===== src/rtl/tdm_demux4_pkg.sv =====
// ============================================================================
// Module      : tdm_demux4_pkg
// Description : Shared definitions for the 1:4 TDM demultiplexer.
//               - state_e   : FSM states (IDLE = partial frame not started,
//                             RUN = frame in progress)
//               - N_SLOTS   : slots per frame
//               - LAST_SLOT : index of the slot that commits a frame
// Revision    : 1.0 - initial release
// ============================================================================
`default_nettype none

package tdm_demux4_pkg;

    typedef enum logic [0:0] {
        ST_IDLE = 1'b0,
        ST_RUN  = 1'b1
    } state_e;

    localparam int         N_SLOTS   = 4;
    localparam logic [1:0] LAST_SLOT = 2'd3;

endpackage

`default_nettype wire


===== src/rtl/tdm_demux4_en.sv =====
// ============================================================================
// Module      : tdm_demux4_en
// Description : Combinational 1:4 enable decoder. Produces a one-hot write
//               enable for slot s when en is high, all zeros otherwise.
// Ports       : en  in  1        decoder enable
//               s   in  2        slot index
//               we  out N_SLOTS  one-hot write enables
// Revision    : 1.0 - initial release
// ============================================================================
`default_nettype none

module tdm_demux4_en
    import tdm_demux4_pkg::*;
(
    input  logic               en,
    input  logic [1:0]         s,
    output logic [N_SLOTS-1:0] we
);

    always_comb begin
        we = '0;
        if (en) begin
            we[s] = 1'b1;
        end
    end

endmodule

`default_nettype wire


===== src/rtl/tdm_demux4.sv =====
// ============================================================================
// Module      : tdm_demux4
// Description : Receive-side 1:4 time-division demultiplexer. Beats of a
//               serial slot stream are collected into shadow registers and a
//               complete frame is published atomically to ch0..ch3 with a
//               one-cycle frame_valid strobe. Framing violations (stray beat
//               outside a frame, or a frame_start in mid-frame) pulse
//               frame_err.
// Ports       : clk          in   1   system clock (rising edge)
//               reset        in   1   synchronous active-high reset
//               din          in   DW  slot data beat
//               din_valid    in   1   din carries a beat this cycle
//               frame_start  in   1   current valid beat is slot 0
//               ch0..ch3     out  DW  channels of the last complete frame
//               sel          out  2   slot index of the next valid beat
//               busy         out  1   partial frame in progress
//               frame_valid  out  1   pulse: ch0..ch3 just updated
//               frame_err    out  1   pulse: framing violation
// Revision    : 1.0 - initial release
// ============================================================================
`default_nettype none

module tdm_demux4
    import tdm_demux4_pkg::*;
#(
    parameter int DW = 1
) (
    input  logic          clk,
    input  logic          reset,
    input  logic [DW-1:0] din,
    input  logic          din_valid,
    input  logic          frame_start,
    output logic [DW-1:0] ch0,
    output logic [DW-1:0] ch1,
    output logic [DW-1:0] ch2,
    output logic [DW-1:0] ch3,
    output logic [1:0]    sel,
    output logic          busy,
    output logic          frame_valid,
    output logic          frame_err
);

    state_e        r_state_q, w_state_d;
    logic [1:0]    r_sel_q, w_sel_d;
    logic [DW-1:0] r_sh0_q, w_sh0_d;
    logic [DW-1:0] r_sh1_q, w_sh1_d;
    logic [DW-1:0] r_sh2_q, w_sh2_d;
    logic [DW-1:0] r_ch0_q, w_ch0_d;
    logic [DW-1:0] r_ch1_q, w_ch1_d;
    logic [DW-1:0] r_ch2_q, w_ch2_d;
    logic [DW-1:0] r_ch3_q, w_ch3_d;
    logic          r_fv_q, w_fv_d;
    logic          r_err_q, w_err_d;

    logic [N_SLOTS-1:0] w_we;

    // sel is 0 exactly when the FSM is IDLE, so we[0] marks a beat arriving
    // outside a frame and we[1..3] mark in-frame slot beats.
    tdm_demux4_en u_en (
        .en (din_valid),
        .s  (r_sel_q),
        .we (w_we)
    );

    always_comb begin
        w_state_d = r_state_q;
        w_sel_d   = r_sel_q;
        w_sh0_d   = r_sh0_q;
        w_sh1_d   = r_sh1_q;
        w_sh2_d   = r_sh2_q;
        w_ch0_d   = r_ch0_q;
        w_ch1_d   = r_ch1_q;
        w_ch2_d   = r_ch2_q;
        w_ch3_d   = r_ch3_q;
        w_fv_d    = 1'b0;
        w_err_d   = 1'b0;

        if (din_valid && frame_start) begin
            // Start (or restart) a frame; a restart drops the partial frame.
            w_sh0_d   = din;
            w_sel_d   = 2'd1;
            w_state_d = ST_RUN;
            w_err_d   = (r_state_q == ST_RUN);
        end else if (w_we[0]) begin
            // Stray beat while IDLE: dropped.
            w_err_d = 1'b1;
        end else if (w_we[1]) begin
            w_sh1_d = din;
            w_sel_d = r_sel_q + 2'd1;
        end else if (w_we[2]) begin
            w_sh2_d = din;
            w_sel_d = r_sel_q + 2'd1;
        end else if (w_we[LAST_SLOT]) begin
            w_ch0_d   = r_sh0_q;
            w_ch1_d   = r_sh1_q;
            w_ch2_d   = r_sh2_q;
            w_ch3_d   = din;
            w_fv_d    = 1'b1;
            w_sel_d   = 2'd0;
            w_state_d = ST_IDLE;
        end
    end

    always_ff @(posedge clk) begin
        if (reset) begin
            r_state_q <= ST_IDLE;
            r_sel_q   <= 2'd0;
            r_sh0_q   <= '0;
            r_sh1_q   <= '0;
            r_sh2_q   <= '0;
            r_ch0_q   <= '0;
            r_ch1_q   <= '0;
            r_ch2_q   <= '0;
            r_ch3_q   <= '0;
            r_fv_q    <= 1'b0;
            r_err_q   <= 1'b0;
        end else begin
            r_state_q <= w_state_d;
            r_sel_q   <= w_sel_d;
            r_sh0_q   <= w_sh0_d;
            r_sh1_q   <= w_sh1_d;
            r_sh2_q   <= w_sh2_d;
            r_ch0_q   <= w_ch0_d;
            r_ch1_q   <= w_ch1_d;
            r_ch2_q   <= w_ch2_d;
            r_ch3_q   <= w_ch3_d;
            r_fv_q    <= w_fv_d;
            r_err_q   <= w_err_d;
        end
    end

    assign ch0         = r_ch0_q;
    assign ch1         = r_ch1_q;
    assign ch2         = r_ch2_q;
    assign ch3         = r_ch3_q;
    assign sel         = r_sel_q;
    assign busy        = (r_state_q == ST_RUN);
    assign frame_valid = r_fv_q;
    assign frame_err   = r_err_q;

endmodule

`default_nettype wire

===== config.mk =====
export PLATFORM = sky130hd
export DESIGN_NAME = tdm_demux4
export DESIGN_NICKNAME = d
export VERILOG_FILES = /design/src/rtl/tdm_demux4_pkg.sv /design/src/rtl/tdm_demux4_en.sv /design/src/rtl/tdm_demux4.sv
export SDC_FILE = /design/constraint.sdc
export NUM_CORES = 1
export LEC_CHECK = 0
export ABC_AREA = 1
export CAP_MARGIN = 10
export CORE_AREA = 2 2 39 41
export CTS_BUF_LIST = sky130_fd_sc_hd__clkbuf_4 sky130_fd_sc_hd__clkbuf_8
export DETAILED_ROUTE_END_ITERATION = 6
export DIE_AREA = 0 0 41 43
export PLACE_DENSITY = 0.67
export RECOVER_POWER = 25
export SETUP_SLACK_MARGIN = 0.05
export SLEW_MARGIN = 25
export SYNTH_ARGS = -nofsm -noshare
export SYNTH_HDL_FRONTEND = slang
export SYNTH_SLANG_ARGS = --single-unit

===== constraint.sdc =====
create_clock -name clk -period 1.6 [get_ports clk]
set_clock_uncertainty 0.2 [all_clocks]
set_input_delay 0.16 -clock clk [delete_from_list [all_inputs] [get_ports clk]]
set_output_delay 0.16 -clock clk [all_outputs]
set_load 0.03 [all_outputs]

==> results of run 1 <==
## metrics by stage
step / power [uW] / instances / area (um2)
after detailed placement: 420.0 / 107 / 743.2
final: 659.0 / 112 / 795.8
after global routing: 686.3 / 112 / 795.8
after CTS: 662.1 / 111 / 768.2
after global placement: 418.9 / 107 / 743.2
after floorplan: 378.8 / 76 / 578.1
## kinds of logic (layout without fill, tap and decap cells)
| logic type | after synthesis | after routing | synth area share (%) |
|---|---|---|---|
| AOI/OAI and AO/OA | 15 | 15 | 13.10 |
| adders and majority gates | 4 | 4 | 8.734 |
| buffers and inverters | 7 | 27 | 4.586 |
| DFF | 12 | 12 | 41.92 |
| and+or+nand+nor | 38 | 38 | 31.66 |
## per-layer routing
| metal | global-route usage, % | wire (um) |
|---|---|---|
| met1 | 17.32 | 515 |
| met2 | 24.38 | 558 |
| met3 | 3.141 | 58 |
| met4 | 10.00 | 12 |
| met5 | 0 | 0 |
## Yosys cell counts (2+ instances only)
| library cell | number |
|---|---|
| a21oi_1 | 12 |
| dfxtp_1 | 12 |
| ha_1 | 4 |
| inv_1 | 5 |
| inv_2 | 2 |
| nand2_1 | 13 |
| nand2_2 | 5 |
| nand3_1 | 5 |
| nand3b_1 | 3 |
| nor2_1 | 10 |
| o21ai_0 | 2 |
## cell type report
| cell class | instances | area share, % |
|---|---|---|
| tap | 16 | 2.516 |
| multi-input combinational | 57 | 40.72 |
| sequential | 12 | 30.82 |
| clock buffer | 4 | 4.560 |
| inverter | 7 | 3.616 |
| timing repair buffer | 16 | 17.77 |
## worst max-delay path, cell delays in order (launching register included)
cell and delay [ps]:
dfxtp_2 360, buf_4 110, dlygate4sd2_1 380
## power breakdown
part	switching [uW]	internal [uW]	leakage, uW
clock network	105	138	0.0000210
logic	61.6	40.0	0.000268
registers	6.31	307	0.0000988
## worst paths after layout
check          from     end  cells past startpoint
max          sel[1]  sel[1]                      2
min           reset  sel[0]                      2
max reg2reg  sel[0]     ch0                      8
min reg2reg     ch3     ch3                      2
## repair_timing
item / in CTS / in global routing
pin swaps: 0 / 2
buffers inserted: 0 / 1
endpoints found under the hold margin: 0 / 0
setup endpoints to repair: 9 / 4
resized for setup: 9 / 5
==> results.yml, run 1 <==
sta:
  max_freq_mhz: 671.0
  worst_slew_pin_slew_ps: 297.6
  min_period_ps: 1490
  fin_setup_tns_ps: 0
  holdWs_ps: 272.0
  slew_viol_final: 0
  period_share_pct: 93.15
  rsz0062_at_grt: "yes"
  slew-limit-headroom_pct: 80.24
  finalHoldViolations: 0
  worst_slack_ps: 109.7
  setup_viol: 0
outcome:
  outcome: "complete, no violations"
layout:
  drive_above_1_share_pct: 19.79
  syn2layout_area_growth_pct: 38.86
  num-fill-cells: 132
  seqCellArea_um2: 245.2
  multi_input_area_um2: 324.1
  most-common-layout-cells: "nand2_1 (13), a21oi_1 (12), nor2_1 (10), dfxtp_1 (10), dlygate4sd2_1 (9)"
  diodes: 0
  final_common_cell: "nand2_1"
  largest_reg_flops: 2
  fin_util_pct: 57.50
  final_nets: 106
clock_network:
  ctsHoldBuffers: 0
  clk-insertion-delay-late_ps: 270
  cts_max_level: 1
  numCtsBuffers: 3
  cts_sinks: 12
  clk_pin_slew_ps: 80
  root_buffer: "clkbuf_4"
  cts.path.max_buffers: 2
  cts_tree: "yes"
drt:
  routedWlPerCell_um: 10.22
  ant_nets: 0
  drc_errors: 0
  drt_wl_total_um: 1145
  dr.pass1.iters: 5
  vias: 541
  first_iter_violations: 5
  viasPerCell: 4.830
place:
  hpwl_um: 829.8
  port_buffers: 13
  place_ws_ps: -57.48
  gp_congestion: 0.8069
yosys:
  syn_inst: 76
  synthTopCellsByArea: "dfxtp_1 (42%), a21oi_1 (10%), ha_1 (8.7%)"
  synthFlopType: "dfxtp_1"
  synth_fp_nets: 85
  ys_warn_count: 0
  ys_ff_latch: 12
  ys_seq_area_share_pct: 41.92
  yosys.area.top_type: "dfxtp_1"
  synth.distinct_cells: 14
  async_reset_ff_share_pct: 0
  synth_area_per_cell_um2: 7.540
  synth_edf_count: 0
  synthesis.area_um2: 573.1
  yosysTopAreaCellShare_pct: 41.92
global_route:
  grt_pass1_vias: 475
  grt_max_degree: 10
  grt_pass1_wl_um: 1828
  antenna_found_initial: 0
  grt.total_usage_pct: 15.34
  grt-ovfl-total: 0
floorplanning:
  initial_core_util_pct: 41.41
  fp-row-count: 14
  die_y_um: 43
  die_area_mm2: 0.001763
  die-width_um: 41
  core_area_mm2: 0.001384
  pin_count: 14
setup_path:
  cp-start-kind: "register"
  crit_fanout: 4
  path_class: "reg -> out"
  end_kind: "primary output"
  rrSetupSlack_ps: 120
  required_ps: 1240
  arrival_ps: 1130
pwr:
  vdd.ir_drop.worst_uv: 561.3
  leakagePower_uw: 0.0003875
  pwr_density_cell_mw_per_mm2: 828.1
run:
  max_cap_viol_count: 0
worst_hold_path:
  worst_hold_path_type: "in -> reg"
(Power assumes the default switching activity.)
==> inputs of run 2 (changes only) <==
--- a/config.mk
+++ b/config.mk
@@ -11,10 +11,11 @@
 export CTS_BUF_LIST = sky130_fd_sc_hd__clkbuf_4 sky130_fd_sc_hd__clkbuf_8
 export DETAILED_ROUTE_END_ITERATION = 6
 export DIE_AREA = 0 0 41 43
-export PLACE_DENSITY = 0.67
+export PLACE_DENSITY = 0.65
 export RECOVER_POWER = 25
 export SETUP_SLACK_MARGIN = 0.05
 export SLEW_MARGIN = 25
 export SYNTH_ARGS = -nofsm -noshare
 export SYNTH_HDL_FRONTEND = slang
+export SYNTH_HIERARCHICAL = 1
 export SYNTH_SLANG_ARGS = --single-unit
==> run 2 against run 1 <==
Net effect:
- fmax is 4.5% higher
- sequential share of layout area is 1.2 points higher
- synthesized cell count is 1.3% lower
- sequential power hardly changed
- register-to-register slack better by 60 ps
- largest power group unchanged
- highest routed layer unchanged
==> results.yml, run 2 <==
yosys:
  yosys.cell_count.top_type: "nor2_1"
  ys_warn_count: 6
  synthFlopType: "dfxtp_1"
  synth_edf_count: 0
  async_reset_ff_share_pct: 0
  ys_ff_latch: 12
  syn_inst: 75
  yosys.area.top_type: "dfxtp_1"
  synth_fp_nets: 80
  ys_seq_area_share_pct: 43.44
  synthesis.area_um2: 553.0
  synth.distinct_cells: 16
  netlist_top_cells_count: "nor2_1 (15), dfxtp_1 (12), nand2_1 (11)"
  synthTopCellsByArea: "dfxtp_1 (43%), nor2_1 (10%), nand3_1 (9.0%)"
  yosysTopAreaCellShare_pct: 43.44
  synth_area_per_cell_um2: 7.374
pwr:
  pwr_density_cell_mw_per_mm2: 849.9
  totalPowerFinal_uw: 644.4
  leakagePower_uw: 0.0003818
  vdd.ir_drop.worst_uv: 554.5
global_route:
  grt_pass1_vias: 466
  grt_pass1_wl_um: 1780
  antenna_found_initial: 0
  grt-ovfl-total: 0
  grt.total_usage_pct: 15.17
  grt_max_degree: 14
clock_network:
  cts_resized: 9
  post_cts_buffers: 0
  cts.path.max_buffers: 2
  cts_tree: "yes"
  numCtsBuffers: 3
  root_buffer: "clkbuf_4"
  clk_pin_slew_ps: 70
  cts_max_level: 1
  ctsHoldBuffers: 0
  clk-insertion-delay-late_ps: 270
  cts_sinks: 12
place:
  hpwl_um: 826.5
  placed_cells: 107
  gp_congestion: 0.7472
  port_buffers: 13
layout:
  most-common-layout-cells: "nor2_1 (14), nand2_1 (11), nand3_1 (10), dfxtp_1 (10), dlygate4sd2_1 (9)"
  fin_util_pct: 54.79
  drive_above_1_share_pct: 22.11
  largest_reg_flops: 2
  final_nets: 101
  num-fill-cells: 141
  syn2layout_area_growth_pct: 37.10
  final_common_cell: "nor2_1"
  fin_cells: 111
  diodes: 0
sta:
  slew-limit-headroom_pct: 79.86
  rsz0062_at_grt: "no"
  worst_slew_pin_slew_ps: 303.4
  max_freq_mhz: 701.5
  slew_viol_final: 0
  fin_setup_tns_ps: 0
  holdWs_ps: 268.4
  finalHoldViolations: 0
  period_share_pct: 89.10
  setup_viol: 0
  min_period_ps: 1426
setup_path:
  cp_num_buf_inv: 2
  cp_slowest_cell: "clkdlybuf4s50_1"
  rrSetupSlack_ps: 180
  r2r-start: "sel[1]"
  arrival_ps: 1390
  cp-start-kind: "primary input"
  crit_path_max_incr_delay_ps: 440
  crit_fanout: 6
  path_class: "in -> reg"
  cpLargestDelayFamily: "simple AND/OR/NAND/NOR gates"
  end_kind: "register"
  path_cells: "clkdlybuf4s50_1 > nand2_1 > nor2_1 > buf_4 > nor2_4 > nand4_2 > nand3_1 > nand2_1"
  required_ps: 1570
  rr_worst_depth: 7
  r2r_end: "ch3"
  crit_path_frequent_cell: "nand2_1"
drt:
  first_iter_violations: 5
  vias: 513
  ant_nets: 0
  viasPerCell: 4.622
  dr.pass1.iters: 4
  drt_wl_total_um: 1070
  routedWlPerCell_um: 9.640
  drc_errors: 0
floorplanning:
  initial_core_util_pct: 39.96
  fp-row-count: 14
  die_y_um: 43
  pin_count: 14
  die-width_um: 41
  core_area_mm2: 0.001384
  die_area_mm2: 0.001763
run:
  max_cap_viol_count: 0
worst_hold_path:
  worstHoldStart: "ch0"
  worst_hold_path_type: "reg -> reg"
  hold-path-endpoint: "ch0"
  hold_depth: 2
outcome:
  outcome: "complete, no violations"
## run 2: how the worst max path moves through the flow
| stage | startpoint | to | depth (start not counted) |
|---|---|---|---|
| finish | din_valid | ch3 | 8 |
| global route | din_valid | ch0 | 8 |
| CTS | din_valid | r_sh2_q | 8 |
| detailed placement | din_valid | r_sh2_q | 8 |
| global placement | din_valid | r_sh2_q | 8 |
| floorplan | sel[1] | ch0 | 5 |
## run 2: worst reg2reg max path: cells and delay by family (launching register included)
family,cells,cell delay (ps)
AND/OR/NAND/NOR,6,640
flip-flops,1,350
buffers and inverters,1,140
## run 2: routing by layer
layer  wire length [um]  vias up  GRT usage [%]  part of all wire (%)
li1                   -      281              -                     -
met1                505      219          18.09                    47
met2                490       11          22.19                    46
met3                 63        2          4.712                   5.9
met4                 10        0          10.00                  0.93
met5                  0        -              0                     0
## run 2: cell families after synthesis
kind of cell           synth area share (%)
AO/OA/AOI/OAI                         8.596
buffers and inverters                 7.690
AND/OR/NAND/NOR                       40.27
flip-flops                            43.44
## run 2: through the flow
| step | cell area (um2) | worst slack, ps |
|---|---|---|
| CTS | 755.7 | 162.3 |
| detailed placement | 730.7 | -120.2 |
| global placement | 730.7 | -117.0 |
| global route | 758.2 | 60.38 |
| finish | 758.2 | 174.5 |
| floorplan | 555.5 | 172.4 |
## run 2: layout make-up
class	instances	area (um2)	share of cell area [%]
tap	16	20.02	2.640
sequential	12	242.7	32.01
multi-input combinational	52	272.8	35.97
clock buffer	4	36.28	4.785
inverter	10	37.54	4.950
timing repair buffer	17	148.9	19.64
## run 2: report_power, final
group	leakage, uW	switching, uW	internal, uW
logic	0.000262	58.2	34.4
registers	0.0000985	6.37	308
clock network	0.0000210	98.9	138
total	0.000382	163	481
